[config.mk]
export PLATFORM = sky130hd
export DESIGN_NAME = shiftreg_ctrl
export DESIGN_NICKNAME = d
export VERILOG_FILES = /design/src/rtl/shiftreg_ctrl_pkg.sv /design/src/rtl/shiftreg_ctrl_shiftreg.sv /design/src/rtl/shiftreg_ctrl.sv
export SDC_FILE = /design/constraint.sdc
export NUM_CORES = 1
export LEC_CHECK = 0
export BUFFER_PORTS_ARGS = -buffer_cell sky130_fd_sc_hd__buf_2
export CORE_MARGIN = 4
export CORE_UTILIZATION = 58
export DETAILED_ROUTE_END_ITERATION = 10
export GPL_TIMING_DRIVEN = 0
export MAX_ROUTING_LAYER = met4
export PLACE_DENSITY_LB_ADDON = 0.08
export SLEW_MARGIN = 0
export SYNTH_ARGS = -nofsm -noshare
export SYNTH_HDL_FRONTEND = slang
export SYNTH_SLANG_ARGS = --single-unit
[constraint.sdc]
create_clock -name clk -period 2.45 [get_ports clk]
set_clock_uncertainty 0.1 [all_clocks]
set_input_delay 0.1225 -clock clk [delete_from_list [all_inputs] [get_ports clk]]
set_output_delay 0.1225 -clock clk [all_outputs]
set_load 0.1 [all_outputs]
[src/rtl/shiftreg_ctrl_pkg.sv]
// Shared types and helpers for the serial-to-parallel shift register controller.
package shiftreg_ctrl_pkg;

    typedef enum logic [1:0] {
        SHIFT = 2'd0,
        PAR   = 2'd1,
        FULL  = 2'd2
    } state_e;

    function automatic int cnt_width(input int dw);
        return $clog2(dw + 1);
    endfunction

endpackage

[src/rtl/shiftreg_ctrl_shiftreg.sv]
// Serial-in parallel-out shift register; newest bit enters at [0].
// No reset: contents are only meaningful as qualified by the controller's bit count.
module shiftreg_ctrl_shiftreg #(
    parameter int W = 8
) (
    input  logic         clk,
    input  logic         en,
    input  logic         din,
    output logic [W-1:0] q
);

    always_ff @(posedge clk) begin
        if (en) begin
            q <= {q[W-2:0], din};
        end
    end

endmodule

[src/rtl/shiftreg_ctrl.sv]
// Deserializer controller: bit handshake in, word handshake out, one holding stage.
// Optional even-parity beat per word when SHIFTREG_CTRL_PARITY_EN is defined.
module shiftreg_ctrl
    import shiftreg_ctrl_pkg::*;
#(
    parameter  int DW = 64,
    localparam int CW = cnt_width(DW)
) (
    input  logic          clk,
    input  logic          nreset,
    input  logic          clear,
    input  logic          in_valid,
    output logic          in_ready,
    input  logic          in_data,
    output logic          out_valid,
    input  logic          out_ready,
    output logic [DW-1:0] out_data,
    output logic          out_perr,
    output logic [CW-1:0] count
);

`ifdef SHIFTREG_CTRL_PARITY_EN
    // One extra stage keeps the data bits intact after the parity beat shifts in.
    localparam int SRW = DW + 1;
`else
    localparam int SRW = DW;
`endif

    localparam logic [CW-1:0] LAST_IDX = CW'(DW - 1);

    state_e         state;
    state_e         state_nxt;
    logic           beat;
    logic           last_data;
    logic           word_done;
    logic           hold_free;
    logic           out_acc;
    logic           load;
    logic [DW-1:0]  word_nxt;
    logic [SRW-1:0] sr_q;

    shiftreg_ctrl_shiftreg #(
        .W(SRW)
    ) u_sr (
        .clk(clk),
        .en (beat),
        .din(in_data),
        .q  (sr_q)
    );

    assign beat      = in_valid && in_ready;
    assign last_data = (state == SHIFT) && beat && (count == LAST_IDX);
    assign hold_free = !out_valid || out_ready;
    assign out_acc   = out_valid && out_ready;

`ifdef SHIFTREG_CTRL_PARITY_EN
    logic par_acc;
    logic perr_nxt;

    assign word_done = (state == PAR) && beat;
    assign word_nxt  = (state == FULL) ? sr_q[DW:1] : sr_q[DW-1:0];
    assign perr_nxt  = par_acc ^ ((state == FULL) ? sr_q[0] : in_data);
`else
    assign word_done = last_data;
    // On the completing beat the register has not yet taken the last bit.
    assign word_nxt  = (state == FULL) ? sr_q : {sr_q[DW-2:0], in_data};
`endif

    assign load = (word_done && hold_free) || ((state == FULL) && out_acc);

    always_ff @(posedge clk or negedge nreset) begin
        if (!nreset) begin
            state <= SHIFT;
        end else begin
            state <= state_nxt;
        end
    end

    always_comb begin
        state_nxt = state;
        case (state)
            SHIFT: begin
                if (clear) begin
                    state_nxt = SHIFT;
                end else if (last_data) begin
`ifdef SHIFTREG_CTRL_PARITY_EN
                    state_nxt = PAR;
`else
                    state_nxt = hold_free ? SHIFT : FULL;
`endif
                end
            end
            PAR: begin
                if (clear) begin
                    state_nxt = SHIFT;
                end else if (beat) begin
                    state_nxt = hold_free ? SHIFT : FULL;
                end
            end
            FULL: begin
                if (out_acc) begin
                    state_nxt = SHIFT;
                end
            end
            default: state_nxt = SHIFT;
        endcase
    end

    always_comb begin
        in_ready = !clear && (state != FULL);
    end

    // Bit counter: parks at DW while a finished word waits in FULL.
    always_ff @(posedge clk or negedge nreset) begin
        if (!nreset) begin
            count <= '0;
        end else if (state == FULL) begin
            if (out_acc) begin
                count <= '0;
            end
        end else if (clear || (word_done && hold_free)) begin
            count <= '0;
        end else if (beat && (state == SHIFT)) begin
            count <= count + CW'(1);
        end
    end

`ifdef SHIFTREG_CTRL_PARITY_EN
    always_ff @(posedge clk or negedge nreset) begin
        if (!nreset) begin
            par_acc <= 1'b0;
        end else if (state == FULL) begin
            if (out_acc) begin
                par_acc <= 1'b0;
            end
        end else if (clear || (word_done && hold_free)) begin
            par_acc <= 1'b0;
        end else if (beat && (state == SHIFT)) begin
            par_acc <= par_acc ^ in_data;
        end
    end
`endif

    // Holding stage: loads on completion or reload from FULL, empties on accept.
    always_ff @(posedge clk or negedge nreset) begin
        if (!nreset) begin
            out_valid <= 1'b0;
            out_data  <= '0;
`ifdef SHIFTREG_CTRL_PARITY_EN
            out_perr  <= 1'b0;
`endif
        end else if (load) begin
            out_valid <= 1'b1;
            out_data  <= word_nxt;
`ifdef SHIFTREG_CTRL_PARITY_EN
            out_perr  <= perr_nxt;
`endif
        end else if (out_acc) begin
            out_valid <= 1'b0;
        end
    end

`ifndef SHIFTREG_CTRL_PARITY_EN
    assign out_perr = 1'b0;
`endif

endmodule
==> results.py <==
metrics = {
    "clock_network": {
        "ctsResizeCount": 0,
        "cts_sinks": 137,
        "clk_latency_ns": 0.52,
        "htreeDepth": 4,
        "cts_buffer_depth": 2,
        "cts_buffers": 17,
        "clock-root-buffer": "clkbuf_8",
        "cts_tree": "yes",
        "path_clk_slew_ns": 0.06,
    },
    "finish": {
        "area_growth_pct": 20.55,
        "post-route-util_pct": 71.74,
        "final_cells": 669,
        "drive_gt1_share_pct": 48.97,
        "n_antenna_cell": 0,
        "design_area_mm2": 0.007406,
        "final_net_count": 527,
    },
    "die": {
        "die_area_mm2": 0.01230,
        "rows": 37,
        "die_w_um": 110.9,
        "core_area_mm2": 0.01032,
        "ioPinCount": 80,
        "floorplan.initialDensity_pct": 59.51,
        "die_h_um": 110.9,
    },
    "setup_path": {
        "reg2reg_depth": 4,
        "start_kind": "register",
        "crit_type": "reg -> reg",
        "reg2reg_from": "state[1]",
        "critPathArrivalTime_ns": 2.27,
        "required_ns": 2.49,
        "reg2reg_setup_slack_ns": 0.22,
        "path_max_fanout": 64,
        "cp-end-kind": "register",
        "r2r_end": "u_sr.q[23]",
    },
    "logic_synthesis": {
        "netlist_area_mm2": 0.006143,
        "ys_seq_area_share_pct": 61.02,
        "synth_cells": 416,
        "yosysTopAreaCellShare_pct": 31.28,
        "synth-main-ff-cell": "dfrtp_1",
        "yosys_register_bits": 137,
        "synthTopCellsByCount": "dfrtp_1 (73), o22ai_1 (68), edfxtp_1 (64), a21oi_2 (60), o22ai_2 (60)",
        "yosys.area.top_type": "edfxtp_1",
        "yosysWarnings": 0,
        "avgSynthCellArea_um2": 14.77,
        "syn_nets": 423,
        "synth-edff-count": 64,
        "synth_most_common_cell": "dfrtp_1",
        "synth.distinct_cells": 37,
        "synthTopCellsByArea": "edfxtp_1 (31%), dfrtp_1 (30%), o22ai_2 (12%), a21oi_2 (8.6%), o22ai_1 (6.9%)",
        "async_flop_share_pct": 53.28,
    },
    "sta": {
        "slew_headroom_pct": 39.62,
        "fin_crit_ns": 2.229,
        "final-setup-viol-count": 0,
        "rsz0062_at_grt": "false",
        "setup_ws_ns": 0.2214,
        "setup_tns_ns": 0,
        "fmax_mhz": 448.7,
        "drv_slew": 0,
        "hold_violations": 0,
        "worst_pin_slew_ns": 0.9056,
        "min_period_over_period_pct": 90.96,
    },
    "drt": {
        "vias": 4090,
        "finalWirelength_mm": 13.31,
        "first_iter_violations": 254,
        "wl_per_cell_um": 19.90,
        "viasPerCell": 6.114,
        "drc_errors": 0,
        "first_pass_iters": 5,
        "final_antenna_net_count": 0,
    },
    "outcome": {
        "outcome": "finished clean",
    },
    "placement": {
        "place.detailed.hpwl_mm": 8.136,
        "pre_cts_ws_ns": 0.2342,
        "place_area_mm2": 0.006741,
        "portBuffers": 78,
        "placed_cells": 631,
        "gp_congestion": 0.7466,
    },
    "grt": {
        "antenna_found_initial": 0,
        "overflow": 0,
        "grt_max_degree": 65,
        "grt_first_pass_wirelength_mm": 22.36,
        "grt.total_usage_pct": 23.18,
        "grt_pass1_vias": 4239,
    },
    "worst_hold_path": {
        "hold_path_class": "in -> reg",
        "hold_path_depth": 5,
        "min_to": "count[1]",
        "holdCritStartpoint": "clear",
    },
    "flow_run": {
        "max_cap_viol_count": 0,
    },
    "pwr": {
        "leakage_nw": 2.907,
        "p_per_area_mw_per_mm2": 681.6,
        "ir_drop_v": 0.0003897,
    },
}
==> cell usage in the layout (no fill, tap or decap), drive strengths merged, types with 5 or more instances in the layout <==
cell type      n
edfxtp        64
a21oi         66
dlygate4sd3    5
o21ai          8
clkbuf        33
dfrtp         73
inv            6
nand2          7
buf          102
o22ai        128
==> cell families (layout without fill, tap and decap cells) <==
kind of cell	after synthesis	count (layout)	synth area share (%)
adders and majority gates	1	1	0.2036
and+or+nand+nor	25	25	2.363
AOI/OAI and AO/OA	211	211	30.31
xor gates and xnor gates	1	1	0.1426
buffers and inverters	40	157	5.906
DFF	137	137	61.02
other	1	1	0.06104
==> where the power goes <==
part / internal (W) / leakage [nW] / switching (W)
Combinational: 0.0000213 / 1.04 / 0.0000562
Clock: 0.00157 / 0.281 / 0.00101
Sequential: 0.00239 / 1.58 / 0.00000315
==> routing by layer <==
| layer | global-route usage (%) | part of all wire [%] | up-vias | wire length, um |
|---|---|---|---|---|
| met3 | 4.803 | 4.9 | 6 | 652 |
| li1 | - | - | 1878 | - |
| met1 | 32.37 | 46 | 2094 | 6160 |
| met5 | - | 0 | - | 0 |
| met2 | 34.67 | 48 | 112 | 6441 |
| met4 | 6.897 | 0.41 | 0 | 55 |
==> through the flow <==
step / total power, W / hold slack, ns
2_1_floorplan: 0.002470 / -0.2731
3_3_place_gp: 0.002506 / 0.2359
3_5_place_dp: 0.002512 / -0.01774
4_1_cts: 0.005072 / 0.04551
5_1_grt: 0.005192 / 0.08836
6_report: 0.005048 / 0.06120
==> what timing repair did <==
action	4_1_cts	5_1_grt
hold buffers	6	0
endpoints found under the hold margin	80	0
setup endpoints to repair	0	0
buffers inserted	0	0
==> registers in the layout, summed over array words and instances (netlist names) <==
| name | flops |
|---|---|
| u_sr.q | 64 |
| count | 7 |
| out_data | 64 |
| state | 1 |
| out_valid | 1 |
==> critical path, stage by stage, from the launching register on <==
cell        delay, ns
dfrtp_1          0.45
or2_1            0.23
clkbuf_1         0.19
clkinvlp_4       0.12
and2_4           0.72
==> worst max-delay path by stage <==
stage	startpoint	endpoint	slack, ns	cells after the start
after global placement	state[1]	u_sr.q[30]	0.23	4
after global routing	state[1]	u_sr.q[62]	0.1	4
final	state[1]	u_sr.q[23]	0.22	4
after CTS	state[1]	u_sr.q[62]	0.20	4
after detailed placement	state[1]	u_sr.q[5]	0.23	4
after floorplan	state[1]	u_sr.q[0]	0.20	4
==> final cells by class <==
type | instances | area, um2
fill | 697 | 2918
inverter | 4 | 18.77
tap | 136 | 170.2
sequential | 137 | 3751
buffer | 36 | 347.8
clock inverter | 13 | 172.7
clock buffer | 19 | 421.7
multi-input combinational | 239 | 2033
timing repair buffer | 85 | 490.5
Note: power is estimated with default switching activity, not from simulation.
